<file path="src/rtl/uart_rx_fifo.sv">
// uart_rx_fifo: 8N1 UART receiver feeding a first-word-fall-through byte FIFO
module uart_rx_fifo #(
  parameter int CLK_PER_BIT = 868,
  parameter int FIFO_DEPTH  = 16
) (
  input  logic                          CLK,
  input  logic                          RST_N,
  input  logic                          UART_RX,
  output logic [7:0]                    DOUT,
  output logic                          VALID,
  input  logic                          READY,
  output logic [$clog2(FIFO_DEPTH):0]   COUNT,
  output logic                          FRAME_ERR,
  output logic                          OVERRUN
);
  localparam int CW = $clog2(CLK_PER_BIT);
  localparam int AW = $clog2(FIFO_DEPTH);
  typedef enum logic [2:0] {IDLE, START, DATA, STOP, WAIT_HIGH} state_t;
  state_t state, state_n;
  logic rx_m, rx_s, hi;
  logic [1:0] live;
  logic [CW-1:0] cnt;
  logic [2:0] bit_i;
  logic [7:0] sh;
  logic [7:0] mem [FIFO_DEPTH];
  logic [AW:0] wp, rp;
  logic tick, fall, push, ferr, pop, full, wr;
  // hi only counts once rx_s carries real pin data, so a line low out of reset is no start
  always_ff @(posedge CLK)
    if (!RST_N) begin
      rx_m <= 1'b1;
      rx_s <= 1'b1;
      live <= '0;
      hi   <= 1'b0;
    end else begin
      rx_m <= UART_RX;
      rx_s <= rx_m;
      live <= {live[0], 1'b1};
      hi   <= live[1] & rx_s;
    end
  assign tick = cnt == '0;
  assign fall = hi & ~rx_s;
  always_ff @(posedge CLK)
    if (!RST_N) state <= IDLE;
    else state <= state_n;
  always_comb begin
    state_n = state;
    case (state)
      IDLE:      if (fall) state_n = START;
      START:     if (tick) state_n = rx_s ? IDLE : DATA;
      DATA:      if (tick && bit_i == 3'd7) state_n = STOP;
      STOP:      if (tick) state_n = rx_s ? IDLE : WAIT_HIGH;
      WAIT_HIGH: if (rx_s) state_n = IDLE;
      default:   state_n = IDLE;
    endcase
  end
  always_comb begin
    push = state == STOP && tick && rx_s;
    ferr = state == STOP && tick && !rx_s;
  end
  always_ff @(posedge CLK)
    if (!RST_N) begin
      cnt       <= '0;
      bit_i     <= '0;
      sh        <= '0;
      FRAME_ERR <= 1'b0;
      OVERRUN   <= 1'b0;
    end else begin
      cnt       <= state == IDLE ? CW'(CLK_PER_BIT / 2 - 1) : tick ? CW'(CLK_PER_BIT - 1) : cnt - CW'(1);
      bit_i     <= state != DATA ? 3'd0 : tick ? bit_i + 3'd1 : bit_i;
      sh        <= state == DATA && tick ? {rx_s, sh[7:1]} : sh;
      FRAME_ERR <= ferr;
      OVERRUN   <= push & full & ~pop;
    end
  assign COUNT = wp - rp;
  assign VALID = wp != rp;
  assign full  = COUNT == (AW+1)'(FIFO_DEPTH);
  assign pop   = VALID & READY;
  assign wr    = push & (~full | pop);
  assign DOUT  = VALID ? mem[rp[AW-1:0]] : 8'h00;
  always_ff @(posedge CLK)
    if (!RST_N) begin
      wp <= '0;
      rp <= '0;
    end else begin
      wp <= wp + (AW+1)'(wr);
      rp <= rp + (AW+1)'(pop);
    end
  always_ff @(posedge CLK)
    if (wr) mem[wp[AW-1:0]] <= sh;
endmodule

</file>
<file path="config.mk">
export PLATFORM = sky130hd
export DESIGN_NAME = uart_rx_fifo
export DESIGN_NICKNAME = d
export VERILOG_FILES = /design/src/rtl/uart_rx_fifo.sv
export SDC_FILE = /design/constraint.sdc
export NUM_CORES = 1
export LEC_CHECK = 0
export BUFFER_PORTS_ARGS = -buffer_cell sky130_fd_sc_hd__buf_2
export CORE_MARGIN = 1
export CORE_UTILIZATION = 60
export DETAILED_ROUTE_END_ITERATION = 7
export PLACE_DENSITY = 0.77
export SYNTH_ARGS = -nofsm -noshare
export SYNTH_HDL_FRONTEND = slang
export SYNTH_SLANG_ARGS = --single-unit
</file>
<file path="constraint.sdc">
create_clock -name CLK -period 9.5 [get_ports CLK]
set_input_delay 1.425 -clock CLK [delete_from_list [all_inputs] [get_ports CLK]]
set_output_delay 1.425 -clock CLK [all_outputs]
set_load 0.005 [all_outputs]
</file>
Yosys cells after proc, flatten, opt, wreduce, memory -nomap -nowiden --
Memories as Yosys holds them, arrays and structs flattened. A register that Yosys moved wholly into a read port is not among the register bits. Index checks and enable logic that the tools add are counted.
Word-level totals: bits in registers 41, bits in latches 0, bits in writable memories 128, bits in read-only memories 0, input bits 4, output and inout port bits 16, word-level logic and storage cells 72, memories kept 1
Memories:
- mem | words 16, width 8, read ports 1, clocked after memory_dff 1, wr ports 1, line 25 | logic [7:0] mem [FIFO_DEPTH];
Operators by class: add/subtract/negate cells 5, $mul 0, divide/modulo/power cells 0, order comparisons 0, equal/unequal tests 13, shift-type cells 0, multiplexer cells 15, bitwise gates (word level) 11, reductions and logical operators 12
Operators with widths (number):
- 2-to-1 mux 3 bit | 6
- case mux 3 bit (5 select lines) | 1
- adder 5 x 1 -> 5 bit | 2
- logical NOT 10 bit | 1
- 2-to-1 mux 10 bit | 1
- inequality test 2 bit, second input constant | 5
- subtractor 10 x 1 -> 10 bit, second input constant | 1
- 2-to-1 mux 9 bit | 1
- 2-to-1 mux 8 bit | 1
- bitwise AND 1 bit | 6
- equality test 3 x 2 -> 1 bit, second input constant | 2
- equality test 3 bit, second input constant | 2
- equality test 5 bit, second input constant | 1
- logical AND 1 bit | 5
- inequality test 5 bit | 1
- AND reduction 5 bit | 1
- subtractor 5 bit | 1
- 2-to-1 mux 4 bit | 1
- NOT 1 bit | 4
- OR reduction 2 bit | 2
- adder 3 x 1 -> 3 bit, second input constant | 1
- equality test 3 x 1 -> 1 bit, second input constant | 1
- logical NOT 3 bit | 1
- 2-to-1 mux 1 bit | 3
- 5 further kinds | 5

Logic depth before layout (Yosys ltp) --
depth in word-level cells 7, gate-level depth with buffers 14, mapped depth without buffers 12

Worst setup path before layout --
No wires, ideal clock.
kind register to output, from register rp[2], to output port DOUT[0], arrival time 2.104 ns, required time 8.075 ns, setup slack 5.971 ns, cell stages (with the launch flop) 9, path buffers 2, cell sequence dfxtp_1 -> inv_2 -> buf_1 -> ha_1 -> nand4_1 -> or2_2 -> clkbuf_1 -> nand2_1 -> o22ai_1
Between the ends: cells in the longest elaborated chain, start to end 2
Ends and longest elaborated chain:
- start, declared | line 26 | logic [AW:0] wp, rp;
- start signal, assigned | line 87 | rp <= rp + (AW+1)'(pop);
- inequality test 5 bit | line 76 | assign VALID = wp != rp;
- via VALID | line 10 | output logic VALID,
- 2-to-1 mux 8 bit | line 80 | assign DOUT = VALID ? mem[rp[AW-1:0]] : 8'h00;
- end, declared | line 9 | output logic [7:0] DOUT,
The timed path passes the listed nets, and every way through them passes these cells.

Worst setup path after layout --
from register rp[2], to output port COUNT[3]
Between the ends: cells in the longest elaborated chain, start to end 1
Ends and longest elaborated chain:
- subtractor 5 bit | line 75 | assign COUNT = wp - rp;
- end, declared | line 12 | output logic [$clog2(FIFO_DEPTH):0] COUNT,
Every way passes these cells.

==> out/results.ini <==
[synthesis]
seq_area_frac_synth_pct = 66.6
synth_cell_types = 49
netlist_instances = 451
yosys_warnings = 0
synthesis.area_um2 = 7000
avgSynthCellArea_um2 = 15.5
ys_async_sr_fraction_pct = 0
synth_edf_count = 128
synth_fp_nets = 468
synth-seq-cells = 169
yosys_most_used_dff = edfxtp_1

[critical_path]
path_cells = inv_2 -> ha_1 -> a21oi_1 -> nand2_1 -> xnor2_1 -> inv_1 -> buf_2
arrival_ps = 3210
slowest_stage = xnor2_1
required_ps = 8080
end_kind = output pin
critical_path.max_fanout = 17
path_class = flip-flop to output pin
slowest_delay_ps = 930
crit_path_start_kind = flip-flop

[floorplanning]
design.core.area_um2 = 11400
die_w_um = 110
die_area_um2 = 12100
pin_count = 20
die_h_um = 110
initial_core_util_pct = 61.6
row_count = 39

[finish]
finalInstanceArea_um2 = 7810
fillers = 744
stdcell_count = 627
area_growth_syn_to_layout_pct = 11.6
drive_gt1_share_pct = 19.6
layout_common_cells = edfxtp_1, dfxtp_1, mux4_2
antenna_cells = 0
layout_commonest_cell = edfxtp_1
final_nets = 488

[routing]
wl_per_cell_um = 21.4
wirelength_um = 13400
ant_nets = 0
drcViolationCount = 0
first_pass_iters = 5
drtIter0Drc = 456
via_per_inst = 6.30
route.vias.total = 3951

[placement]
gp_congestion = 0.834
postPlaceCellArea_um2 = 7180
dpl.hpwl_um = 8490
place_inst = 595
portBuffers = 19

[grt]
grt_pass1_vias = 3799
antenna_found_initial = 0
grt_overflow = 0
grt_max_degree = 37
track_usage_pct = 24.6
grt_pass1_wl_um = 20800

[sta]
worst_pin_slew_ps = 1260
finalHoldViolCount = 0
setup_viol_count_final = 0
rsz0062_at_grt = no
slew_viol_final = 0
fmax_mhz = 216
timing.hold.ws_ps = 417
period_needed_ps = 4630
period_share_pct = 48.8
fin_skew_ps = 10.3
fin_setup_tns_ps = 0
maxSlewHeadroom_pct = 15.9

[cts]
cts.sink_count = 169
h-tree-depth = 4
hold_buffers = 0
post_cts_buffers = 0
path_clk_slew_ps = 60
clk_latency_ps = 420
clock_path_buffers = 2
cts_resized = 0
cts-root-buf = clkbuf_16
cts_buffers = 17
cts_tree = yes

[pwr]
peakVddDrop_uv = 161
power_mw = 1.52
p_leak_nw = 2.76
p_per_area_nw_per_um2 = 195

[outcome]
outcome = complete, no violations

[min_path]
hold_class = flip-flop to flip-flop

[flow_run]
cap_violations = 0

-- kinds of logic (layout without fill, tap and decap cells) --
logic type / Yosys count / after routing / share of synthesized area [%]
and+or+nand+nor: 114 / 114 / 8.92
muxes: 50 / 50 / 12.9
AOI/OAI and AO/OA: 52 / 52 / 4.58
xor gates and xnor gates: 17 / 17 / 2.13
DFF: 169 / 169 / 66.6
adders and majority gates: 13 / 13 / 2.43
buffers and inverters: 36 / 69 / 2.43
-- state kept, by name (all words and copies together), names as in the netlist --
signal	count
wp	5
FRAME_ERR	1
hi	1
OVERRUN	1
mem	128
rx_m	1
sh	8
state	3
bit_i	3
cnt	10
rx_s	1
rp	5
live	2
-- metrics by stage --
stage | util, % | setup slack (ps)
3_5_place_dp | 63.2 | 5370
3_3_place_gp | 63.2 | 5520
5_1_grt | 68.7 | 4670
6_report | 68.7 | 4870
2_1_floorplan | - | 5970
4_1_cts | 68.7 | 4910
-- path summary, 6_finish.rpt --
| check | cells past startpoint | end | startpoint | slack (ps) |
|---|---|---|---|---|
| worst min-delay path | 1 | rx_s | rx_m | 420 |
| worst min register to register | 1 | rx_s | rx_m | 420 |
| worst max register to register | 8 | mem[0][2] | rp[0] | 5660 |
| worst max-delay path | 7 | COUNT[3] | rp[2] | 4870 |
-- per-layer routing --
metal,part of all wire (%),vias to the layer above,global-route usage (%)
met2,50,156,39.0
met4,1.2,0,10.1
li1,-,1795,-
met5,0,-,0
met1,43,1989,33.5
met3,5.4,11,4.94
-- cell usage after synthesis (all sizes together), types with 12 or more instances --
master	instances	share of area, %
a21oi	18	1.3
a31oi	18	1.6
dfxtp	41	12
edfxtp	128	55
ha	12	2.1
inv	13	0.70
mux2i	18	2.6
mux4	32	10
nand2	20	1.1
nand3	24	1.7
nor2	22	1.2
-- final cells by class --
| class | instances | area [um^2] | area share [%] |
|---|---|---|---|
| sequential | 169 | 4670 | 59.7 |
| clock inverter | 15 | 200 | 2.56 |
| multi-input combinational | 246 | 2160 | 27.7 |
| inverter | 15 | 56.3 | 0.721 |
| timing repair buffer | 22 | 118 | 1.51 |
| clock buffer | 17 | 425 | 5.45 |
| tap | 143 | 179 | 2.29 |
-- power breakdown --
| group | total [mW] | leakage [nW] | switching [mW] | internal, mW |
|---|---|---|---|---|
| Sequential | 0.788 | 1.52 | 0.00231 | 0.786 |
| Combinational | 0.0129 | 0.950 | 0.00779 | 0.00514 |
| Clock | 0.723 | 0.296 | 0.282 | 0.441 |
| Total | 1.52 | 2.76 | 0.292 | 1.23 |
-- critical path, delay by kind of cell, from the launching register on --
| family | cells | cell delay (ps) |
|---|---|---|
| xor gates and xnor gates | 1 | 930 |
| adders and majority gates | 1 | 400 |
| and+or+nand+nor | 1 | 90 |
| DFF | 1 | 340 |
| buffers and inverters | 3 | 850 |
| AOI/OAI and AO/OA | 1 | 170 |
(Power assumes the default switching activity.)
